<file path="config.mk">
export PLATFORM = sky130hd
export DESIGN_NAME = insn_encoder_flat
export DESIGN_NICKNAME = d
export VERILOG_FILES = /design/src/rtl/insn_encoder_if.sv /design/src/rtl/insn_encoder.sv /design/src/flat_wrapper.sv
export SDC_FILE = /design/constraint.sdc
export NUM_CORES = 1
export LEC_CHECK = 0
export ABC_AREA = 1
export CORE_MARGIN = 2
export CORE_UTILIZATION = 35
export DETAILED_ROUTE_END_ITERATION = 10
export GPL_TIMING_DRIVEN = 0
export SLEW_MARGIN = 10
export SYNTH_ARGS = -nofsm -noshare
export SYNTH_HDL_FRONTEND = slang
export SYNTH_SLANG_ARGS = --single-unit
</file>
<file path="constraint.sdc">
create_clock -name clk -period 3.7 [get_ports clk]
set_input_delay 0.74 -clock clk [delete_from_list [all_inputs] [get_ports clk]]
set_output_delay 0.74 -clock clk [all_outputs]
set_load 0.02 [all_outputs]
</file>
<file path="src/rtl/insn_encoder_if.sv">
// Descriptor-in / instruction-word-out bus of insn_encoder.
// The master drives descriptors and accepts words; the encoder is the slave.
interface insn_encoder_if #(
  parameter int unsigned DWIDTH = 32,
  parameter int unsigned AWIDTH = 32
);
  logic              in_valid_i;
  logic              in_ready_o;
  logic [3:0]        cls_i;
  logic [3:0]        alusel_i;
  logic [2:0]        funct3_i;
  logic [4:0]        rd_i;
  logic [4:0]        rs1_i;
  logic [4:0]        rs2_i;
  logic [DWIDTH-1:0] imm_i;
  logic              out_valid_o;
  logic              out_ready_i;
  logic [DWIDTH-1:0] insn_o;
  logic [AWIDTH-1:0] addr_o;

  modport slave (
    input  in_valid_i, cls_i, alusel_i, funct3_i, rd_i, rs1_i, rs2_i, imm_i, out_ready_i,
    output in_ready_o, out_valid_o, insn_o, addr_o
  );

  modport master (
    output in_valid_i, cls_i, alusel_i, funct3_i, rd_i, rs1_i, rs2_i, imm_i, out_ready_i,
    input  in_ready_o, out_valid_o, insn_o, addr_o
  );
endinterface

</file>
<file path="src/rtl/insn_encoder.sv">
// Encodes operation descriptors into RV32I words and streams them with an auto-incrementing address.
// ALU select codes: 0 ADD,1 SUB,2 SLL,3 SLT,4 SLTU,5 XOR,6 SRL,7 SRA,8 OR,9 AND (10-15 illegal).
module insn_encoder #(
  parameter int unsigned DWIDTH = 32,
  parameter int unsigned AWIDTH = 32,
  parameter int unsigned ECNTW  = 8
) (
  input  logic              clk,
  input  logic              reset_n,
  insn_encoder_if.slave     bus,
  input  logic              base_load_i,
  input  logic [AWIDTH-1:0] base_addr_i,
  output logic              err_o,
  output logic [ECNTW-1:0]  err_cnt_o
);
  localparam logic [3:0] CLS_R = 4'd0, CLS_I = 4'd1, CLS_LOAD = 4'd2, CLS_STORE = 4'd3,
                         CLS_BRANCH = 4'd4, CLS_LUI = 4'd5, CLS_AUIPC = 4'd6, CLS_JAL = 4'd7,
                         CLS_JALR = 4'd8;
  localparam logic [3:0] ALU_ADD = 4'd0, ALU_SUB = 4'd1, ALU_SLL = 4'd2, ALU_SLT = 4'd3,
                         ALU_SLTU = 4'd4, ALU_XOR = 4'd5, ALU_SRL = 4'd6, ALU_SRA = 4'd7,
                         ALU_OR = 4'd8, ALU_AND = 4'd9;
  localparam logic [6:0] OP_R = 7'b0110011, OP_I = 7'b0010011, OP_LOAD = 7'b0000011,
                         OP_STORE = 7'b0100011, OP_BRANCH = 7'b1100011, OP_LUI = 7'b0110111,
                         OP_AUIPC = 7'b0010111, OP_JAL = 7'b1101111, OP_JALR = 7'b1100111;

  logic              out_valid_q, out_valid_d;
  logic [DWIDTH-1:0] insn_q, insn_d;
  logic [AWIDTH-1:0] addr_q, addr_d;
  logic [AWIDTH-1:0] cnt_q, cnt_d;
  logic              err_q, err_d;
  logic [ECNTW-1:0]  err_cnt_q, err_cnt_d;

  logic [2:0]        alu_f3_c;
  logic              alu_ok_c, alu_alt_c, alu_shift_c;
  logic              fits12_c, fits13_c, fits21_c, shamt_ok_c;
  logic [31:0]       insn_c;
  logic              legal_c, ready_c, accept_c;
  logic [AWIDTH-1:0] cur_addr_c;

  logic [DWIDTH-1:0] imm;
  logic [4:0]        rd, rs1, rs2;
  logic [2:0]        f3;
  assign imm = bus.imm_i;
  assign rd  = bus.rd_i;
  assign rs1 = bus.rs1_i;
  assign rs2 = bus.rs2_i;
  assign f3  = bus.funct3_i;

  // Immediate must sign-extend from its field width
  assign fits12_c   = (imm[DWIDTH-1:11] == {(DWIDTH-11){imm[11]}});
  assign fits13_c   = (imm[DWIDTH-1:12] == {(DWIDTH-12){imm[12]}});
  assign fits21_c   = (imm[DWIDTH-1:20] == {(DWIDTH-20){imm[20]}});
  assign shamt_ok_c = (imm[DWIDTH-1:5] == '0);

  // ALU select to funct3 / funct7 bit 30
  always_comb begin
    alu_f3_c    = 3'b000;
    alu_ok_c    = 1'b1;
    alu_alt_c   = 1'b0;
    alu_shift_c = 1'b0;
    case (bus.alusel_i)
      ALU_ADD:  alu_f3_c = 3'b000;
      ALU_SUB:  alu_alt_c = 1'b1;
      ALU_SLL:  begin alu_f3_c = 3'b001; alu_shift_c = 1'b1; end
      ALU_SLT:  alu_f3_c = 3'b010;
      ALU_SLTU: alu_f3_c = 3'b011;
      ALU_XOR:  alu_f3_c = 3'b100;
      ALU_SRL:  begin alu_f3_c = 3'b101; alu_shift_c = 1'b1; end
      ALU_SRA:  begin alu_f3_c = 3'b101; alu_shift_c = 1'b1; alu_alt_c = 1'b1; end
      ALU_OR:   alu_f3_c = 3'b110;
      ALU_AND:  alu_f3_c = 3'b111;
      default:  alu_ok_c = 1'b0;
    endcase
  end

  // Instruction word assembly and legality per class
  always_comb begin
    insn_c  = '0;
    legal_c = 1'b0;
    case (bus.cls_i)
      CLS_R: begin
        legal_c = alu_ok_c;
        insn_c  = {1'b0, alu_alt_c, 5'b0, rs2, rs1, alu_f3_c, rd, OP_R};
      end
      CLS_I: begin
        legal_c = alu_ok_c && (bus.alusel_i != ALU_SUB) && (alu_shift_c ? shamt_ok_c : fits12_c);
        insn_c  = alu_shift_c ? {1'b0, alu_alt_c, 5'b0, imm[4:0], rs1, alu_f3_c, rd, OP_I}
                              : {imm[11:0], rs1, alu_f3_c, rd, OP_I};
      end
      CLS_LOAD: begin
        legal_c = fits12_c && (f3 != 3'd3) && (f3 != 3'd6) && (f3 != 3'd7);
        insn_c  = {imm[11:0], rs1, f3, rd, OP_LOAD};
      end
      CLS_STORE: begin
        legal_c = fits12_c && (f3 <= 3'd2);
        insn_c  = {imm[11:5], rs2, rs1, f3, imm[4:0], OP_STORE};
      end
      CLS_BRANCH: begin
        legal_c = fits13_c && !imm[0] && (f3 != 3'd2) && (f3 != 3'd3);
        insn_c  = {imm[12], imm[10:5], rs2, rs1, f3, imm[4:1], imm[11], OP_BRANCH};
      end
      CLS_LUI: begin
        legal_c = (imm[11:0] == 12'h000);
        insn_c  = {imm[31:12], rd, OP_LUI};
      end
      CLS_AUIPC: begin
        legal_c = (imm[11:0] == 12'h000);
        insn_c  = {imm[31:12], rd, OP_AUIPC};
      end
      CLS_JAL: begin
        legal_c = fits21_c && !imm[0];
        insn_c  = {imm[20], imm[10:1], imm[11], imm[19:12], rd, OP_JAL};
      end
      CLS_JALR: begin
        legal_c = fits12_c;
        insn_c  = {imm[11:0], rs1, 3'b000, rd, OP_JALR};
      end
      default: legal_c = 1'b0;
    endcase
  end

  assign ready_c        = ~out_valid_q | bus.out_ready_i;
  assign accept_c       = bus.in_valid_i & ready_c;
  assign cur_addr_c     = base_load_i ? (base_addr_i & ~AWIDTH'(3)) : cnt_q;

  // Output slot, address counter and error counter next state
  always_comb begin
    out_valid_d = out_valid_q & ~bus.out_ready_i;
    insn_d      = insn_q;
    addr_d      = addr_q;
    cnt_d       = cur_addr_c;
    err_d       = 1'b0;
    err_cnt_d   = err_cnt_q;
    if (accept_c) begin
      if (legal_c) begin
        out_valid_d = 1'b1;
        insn_d      = DWIDTH'(insn_c);
        addr_d      = cur_addr_c;
        cnt_d       = cur_addr_c + AWIDTH'(4);
      end else begin
        err_d = 1'b1;
        if (err_cnt_q != '1) err_cnt_d = err_cnt_q + ECNTW'(1);
      end
    end
  end

  always_ff @(posedge clk or negedge reset_n) begin
    if (!reset_n) begin
      out_valid_q <= 1'b0;
      insn_q      <= '0;
      addr_q      <= '0;
      cnt_q       <= '0;
      err_q       <= 1'b0;
      err_cnt_q   <= '0;
    end else begin
      out_valid_q <= out_valid_d;
      insn_q      <= insn_d;
      addr_q      <= addr_d;
      cnt_q       <= cnt_d;
      err_q       <= err_d;
      err_cnt_q   <= err_cnt_d;
    end
  end

  assign bus.in_ready_o  = ready_c;
  assign bus.out_valid_o = out_valid_q;
  assign bus.insn_o      = insn_q;
  assign bus.addr_o      = addr_q;
  assign err_o           = err_q;
  assign err_cnt_o       = err_cnt_q;
endmodule

</file>
<file path="src/flat_wrapper.sv">
// flat-port wrapper written by rule: the top's interface ports become plain ports
module insn_encoder_flat 
#(
  parameter int unsigned DWIDTH = 32,
  parameter int unsigned AWIDTH = 32,
  parameter int unsigned ECNTW  = 8
)
  (clk, reset_n, base_load_i, base_addr_i, err_o, err_cnt_o, bus_in_valid_i, bus_cls_i, bus_alusel_i, bus_funct3_i, bus_rd_i, bus_rs1_i, bus_rs2_i, bus_imm_i, bus_out_ready_i, bus_in_ready_o, bus_out_valid_o, bus_insn_o, bus_addr_o);
  insn_encoder_if #(.DWIDTH(DWIDTH), .AWIDTH(AWIDTH)) bus_i ();
  input  logic clk;
  input  logic reset_n;
  input  logic base_load_i;
  input  logic [AWIDTH-1:0] base_addr_i;
  output logic err_o;
  output logic [ECNTW-1:0] err_cnt_o;
  input wire logic [$bits(bus_i.in_valid_i)-1:0] bus_in_valid_i;
  input wire logic [$bits(bus_i.cls_i)-1:0] bus_cls_i;
  input wire logic [$bits(bus_i.alusel_i)-1:0] bus_alusel_i;
  input wire logic [$bits(bus_i.funct3_i)-1:0] bus_funct3_i;
  input wire logic [$bits(bus_i.rd_i)-1:0] bus_rd_i;
  input wire logic [$bits(bus_i.rs1_i)-1:0] bus_rs1_i;
  input wire logic [$bits(bus_i.rs2_i)-1:0] bus_rs2_i;
  input wire logic [$bits(bus_i.imm_i)-1:0] bus_imm_i;
  input wire logic [$bits(bus_i.out_ready_i)-1:0] bus_out_ready_i;
  output wire logic [$bits(bus_i.in_ready_o)-1:0] bus_in_ready_o;
  output wire logic [$bits(bus_i.out_valid_o)-1:0] bus_out_valid_o;
  output wire logic [$bits(bus_i.insn_o)-1:0] bus_insn_o;
  output wire logic [$bits(bus_i.addr_o)-1:0] bus_addr_o;
  assign bus_i.in_valid_i = bus_in_valid_i;
  assign bus_i.cls_i = bus_cls_i;
  assign bus_i.alusel_i = bus_alusel_i;
  assign bus_i.funct3_i = bus_funct3_i;
  assign bus_i.rd_i = bus_rd_i;
  assign bus_i.rs1_i = bus_rs1_i;
  assign bus_i.rs2_i = bus_rs2_i;
  assign bus_i.imm_i = bus_imm_i;
  assign bus_i.out_ready_i = bus_out_ready_i;
  assign bus_in_ready_o = bus_i.in_ready_o;
  assign bus_out_valid_o = bus_i.out_valid_o;
  assign bus_insn_o = bus_i.insn_o;
  assign bus_addr_o = bus_i.addr_o;
  insn_encoder #(.DWIDTH(DWIDTH), .AWIDTH(AWIDTH), .ECNTW(ECNTW)) u_core (.clk(clk), .reset_n(reset_n), .bus(bus_i), .base_load_i(base_load_i), .base_addr_i(base_addr_i), .err_o(err_o), .err_cnt_o(err_cnt_o));
endmodule
</file>
**Word-level counts from Yosys, hierarchy flattened**

Index checks and enable logic that the tools add are counted.

- Register bits after elaboration: 106
- Bits of input ports: 95
- Output and inout port bits: 75
- Word-level logic and storage cells: 78

- Add/sub/neg operators: 2
- $lt $le $gt $ge: 1
- Equality and inequality tests: 26
- Muxes and demuxes: 15
- Bitwise gates (word level): 6
- Reduce and logical (&&, ||, !) cells: 22

Operators by type and width:

| operator | count |
|---|---|
| one-hot mux 32 bit (9 select lines) | 1 |
| two-way mux 32 bit | 4 |
| adder 32 x 3 -> 32 bit (second input constant) | 1 |
| == test 4 x 3 -> 1 bit (second input constant) | 8 |
| logical NOT 27 bit | 1 |
| one-hot mux 3 bit (7 select lines) | 1 |
| == test 20 bit | 1 |
| == test 19 bit | 1 |
| == test 4 x 2 -> 1 bit (second input constant) | 4 |
| == test 4 bit (second input constant) | 3 |
| logical NOT 12 bit | 1 |
| == test 11 bit | 1 |
| logical AND 1 bit | 10 |
| OR reduction 10 bit | 1 |
| adder 8 x 1 -> 8 bit (second input constant) | 1 |
| == test 4 x 1 -> 1 bit (second input constant) | 2 |
| logical NOT 4 bit | 2 |
| two-way mux 1 bit | 8 |
| inequality test 8 bit (second input constant) | 1 |
| one-hot mux 1 bit (8 select lines) | 1 |
| inequality test 3 x 2 -> 1 bit (second input constant) | 2 |
| inequality test 3 bit (second input constant) | 2 |
| OR reduction 2 bit | 3 |
| inequality test 4 x 1 -> 1 bit (second input constant) | 1 |
| other kinds (8) | 11 |

**Logic depth before layout (Yosys ltp)**

- Word-level depth: 8
- Mapped depth: 17
- Gate-level depth less buffers: 15

**Worst setup path before layout**

OpenSTA, ideal clock, no wires.

- Path kind: in2reg
- From: in bus_imm_i[11]
- To: reg u_core.addr_q[27], in the netlist u_core.bus.addr_o[27]
- Setup time: 0.137 ns
- Arrival time: 2.243 ns
- Data required time: 3.563 ns
- Setup slack: 1.320 ns
- Cell stages on the path: 15
- Buffers on the path: 3
- Cells stage by stage: buf_2 inv_1 ha_1 inv_1 nand2_1 nor2_1 nand2_1 nand2_1 nand2_1 nand3_4 nand2_4 buf_6 buf_2 nand2_1 o21ai_1

- Word-level cells in the longest chain between the ends: 6

Ends and longest elaborated chain:

| what | line | text |
|---|---|---|
| start, declared | flat_wrapper.sv:23 | `input wire logic [$bits(bus_i.imm_i)-1:0] bus_imm_i;` |
| == test 20 bit | insn_encoder.sv:50 | `assign fits12_c = (imm[DWIDTH-1:11] == {(DWIDTH-11){imm[11]}});` |
| logical AND 1 bit (3 in a row) | insn_encoder.sv:91 | `legal_c = fits12_c && (f3 != 3'd3) && (f3 != 3'd6) && (f3 != 3'd7);` |
| one-hot mux 1 bit (8 select lines) (*) | insn_encoder.sv:80 | `case (bus.cls_i)` |
| AND reduction 2 bit (no line) (*) | - |  |
| end signal, assigned | insn_encoder.sv:158 | `addr_q <= addr_d;` |
| end, declared | insn_encoder.sv:28 | `logic [AWIDTH-1:0] addr_q, addr_d;` |

Every way passes the cells marked *; elsewhere a longest branch is shown, timed or not.
A chain may end at the register's enable or synchronous reset.

**Worst setup path after layout**

- From: in bus_cls_i[2]
- To: reg u_core.addr_q[7], in the netlist u_core.bus.addr_o[7]

- Word-level cells in the longest chain between the ends: 4

Ends and longest elaborated chain:

| what | line | text |
|---|---|---|
| start, declared | flat_wrapper.sv:17 | `input wire logic [$bits(bus_i.cls_i)-1:0] bus_cls_i;` |
| == test 4 x 3 -> 1 bit | insn_encoder.sv:80 |  |
| OR reduction 2 bit (no line) | - |  |
| one-hot mux 1 bit (8 select lines) (*) | insn_encoder.sv:80 |  |
| AND reduction 2 bit (no line) (*) | - |  |

Marks and branches as above.

==> flow_summary.yaml <==
route:
  drtIter0Drc: 542
  drtAntennaViolNets: 0
  first_pass_iters: 5
  routedWlPerCell_um: 15.5
  viasPerCell: 4.93
  remaining_drc_errors: 0
  wl_um: 20100
  vias: 6390
cts:
  numCtsBuffers: 9
  ctsHoldBuffers: 0
  clock-sinks: 105
  post_cts_buffers: 0
  clk_pin_slew_ns: 0.08
  clk_latency_ns: 0.36
  clk_path_buf_depth: 2
  cts_tree: "yes"
  ctsResizeCount: 0
  cts_max_level: 3
  cts_root_buf: "clkbuf_16"
logic_synthesis:
  syn_inst: 890
  synth-async-reset-ratio_pct: 100
  syn-num-nets: 988
  post-synth-top-count-cell: "nand2_1"
  yosysTopAreaCellShare_pct: 42.3
  synth_seq_area_share_pct: 42.3
  yosysUniqueCellTypes: 36
  ys_seq_elements: 105
  synth_edf_count: 0
  post_synth.cell_area_avg_sq_um: 6.98
  synth_warnings: 0
  syn-cell-area_sq_mm: 0.00622
  synth_common_cells: "300 x nand2_1, 105 x dfrtp_1, 102 x inv_1"
  synthFlopType: "dfrtp_1"
  synthTopCellsByArea: "dfrtp_1 42%, nand2_1 18%, inv_1 6.2%, nor2_1 5.4%, o21ai_1 5.1%"
  yosys.area.top_type: "dfrtp_1"
placement:
  portBuffers: 165
  hpwl_um: 15400
  globalplace.congestion: 0.908
timing:
  setup_violations: 0
  whs_ns: 0.308
  fmax_mhz: 338
  finClkSkew_ns: 0.00838
  rsz0062_at_grt: "false"
  drv_slew: 0
  tightestPinTransition_ns: 0.752
  relSlewSlack_pct: 49.3
  hold_viol_final: 0
  min_period_ns: 2.96
  fin_crit_sh_pct: 80.0
critical_path:
  required_ns: 3.93
  rrSetupSlack_ns: 1.66
  cp-start-kind: "input pin"
  worstRegToRegCells: 7
  crit_arrival_ns: 3.19
  critPathLaunch: "bus_cls_i[2]"
  crit_type: "input pin to register"
  critPathCapture: "u_core.bus.addr_o[7]"
  r2r-start: "u_core.bus.out_valid_o"
  crit_fanout: 10
  end_kind: "register"
  timing.rr.end: "u_core.cnt_q[18]"
grt:
  grt_overflow: 0
  grt_start_max_net_pins: 56
  antenna_found_initial: 0
  grt_pass1_vias: 6131
  grt_first_pass_wirelength_um: 31700
  grt_usage_pct: 21.8
floorplan:
  die_area_sq_mm: 0.0188
  die_x_um: 137
  coreArea_sq_mm: 0.0174
  die_y_um: 137
  initial_core_util_pct: 35.8
  num_rows: 48
  pin_count: 170
min_path:
  holdCritPathClass: "input pin to async pin"
power_and_ir_drop:
  ir_drop_v: 0.000240
  power_w: 0.00371
  p_leak_nw: 4.08
  power.density_mw_per_mm2: 437
finish:
  seq_area_sq_mm: 0.00263
  drive_above_1_share_pct: 5.78
  diodes: 0
  nNetsFinal: 1165
  nFillCells: 1791
  multi_input_area_sq_mm: 0.00298
  area_growth_pct: 36.5
job:
  max_cap_viol_count: 0
status:
  status: "finished, final reports clean"
## how the worst min path moves through the flow
| stage | from | end | cells past startpoint |
|---|---|---|---|
| after detailed placement | u_core.cnt_q[0] | u_core.cnt_q[0] | 2 |
| final | reset_n | u_core.bus.insn_o[29] | 1 |
| after global routing | reset_n | u_core.bus.insn_o[28] | 1 |
| after global placement | u_core.cnt_q[1] | u_core.cnt_q[1] | 2 |
| after floorplan | u_core.cnt_q[0] | u_core.cnt_q[0] | 2 |
| after CTS | reset_n | u_core.bus.insn_o[29] | 1 |
## state kept, by name, indices dropped and copies added (netlist names)
| name | cells |
|---|---|
| u_core.bus.addr_o | 32 |
| u_core.bus.insn_o | 31 |
| u_core.bus.out_valid_o | 1 |
| u_core.cnt_q | 32 |
| u_core.err_cnt_o | 8 |
| u_core.err_o | 1 |
## critical path, stage by stage
cell,delay [ns]
clkdlybuf4s50_1,0.64
nand2_2,0.14
nor2_4,0.21
inv_2,0.12
nor2_8,0.18
nand3_1,0.14
nand2_1,0.08
inv_1,0.04
nand2_1,0.09
inv_2,0.06
nand3_4,0.14
nand2_4,0.08
buf_6,0.15
buf_2,0.20
nand2_1,0.09
o21ai_1,0.06
## power breakdown
group          switching (W)  total (W)  internal [W]
Combinational       0.000656    0.00121      0.000552
Clock               0.000490    0.00102      0.000533
Sequential          0.000129    0.00147       0.00134
## metrics by stage
step | utilization [%] | setup WS, ns | setup TNS (ns) | area [sq um] | cells
after floorplan | - | 1.32 | 0 | 6220 | 890
after global placement | 47.0 | -2.46 | -257.81 | 8150 | 1280
after detailed placement | 47.1 | 0.412 | 0 | 8180 | 1281
after CTS | 48.9 | 0.771 | 0 | 8480 | 1297
after global routing | 48.9 | 0.593 | 0 | 8480 | 1297
final | 48.9 | 0.740 | 0 | 8480 | 1297
## placed cells by master (no fill, tap or decap), types with 9 or more instances in the layout
| cell | netlist | routed |
|---|---|---|
| inv_1 | 102 | 102 |
| buf_2 | 13 | 13 |
| a22oi_1 | 11 | 11 |
| nand3_1 | 54 | 54 |
| nor2_1 | 89 | 89 |
| dfrtp_1 | 105 | 105 |
| clkbuf_16 | 0 | 9 |
| nand4_1 | 38 | 38 |
| o21ai_1 | 63 | 63 |
| clkdlybuf4s50_1 | 0 | 164 |
| clkbuf_1 | 11 | 11 |
| a21oi_1 | 13 | 13 |
| nand2_1 | 300 | 300 |
| o21ai_0 | 22 | 22 |
## area by class of cell
| type | instances | area share (%) |
|---|---|---|
| multi-input cells | 643 | 35.1 |
| flip-flops and latches | 105 | 31.0 |
| repair buffers | 166 | 19.8 |
| inverters | 108 | 4.78 |
| well taps | 225 | 3.32 |
| clock buffers | 9 | 2.65 |
| plain buffers | 34 | 2.40 |
| clock inverters | 7 | 0.944 |
## cell families after synthesis
| logic type | Yosys count | share of synthesized area [%] |
|---|---|---|
| AOI/OAI and AO/OA | 122 | 10.9 |
| buffers and inverters | 142 | 9.80 |
| adders and majority gates | 3 | 0.604 |
| and+or+nand+nor | 511 | 35.4 |
| xor gates and xnor gates | 7 | 0.986 |
| DFF | 105 | 42.3 |
## metal layers
layer	GRT usage (%)	vias to the layer above	routed length, um
met3	5.59	24	1450
met5	0	-	0
met4	5.38	0	265
met2	34.8	198	9070
met1	29.6	2936	9280
li1	-	3232	-
Power figures use the tool's default switching activity.
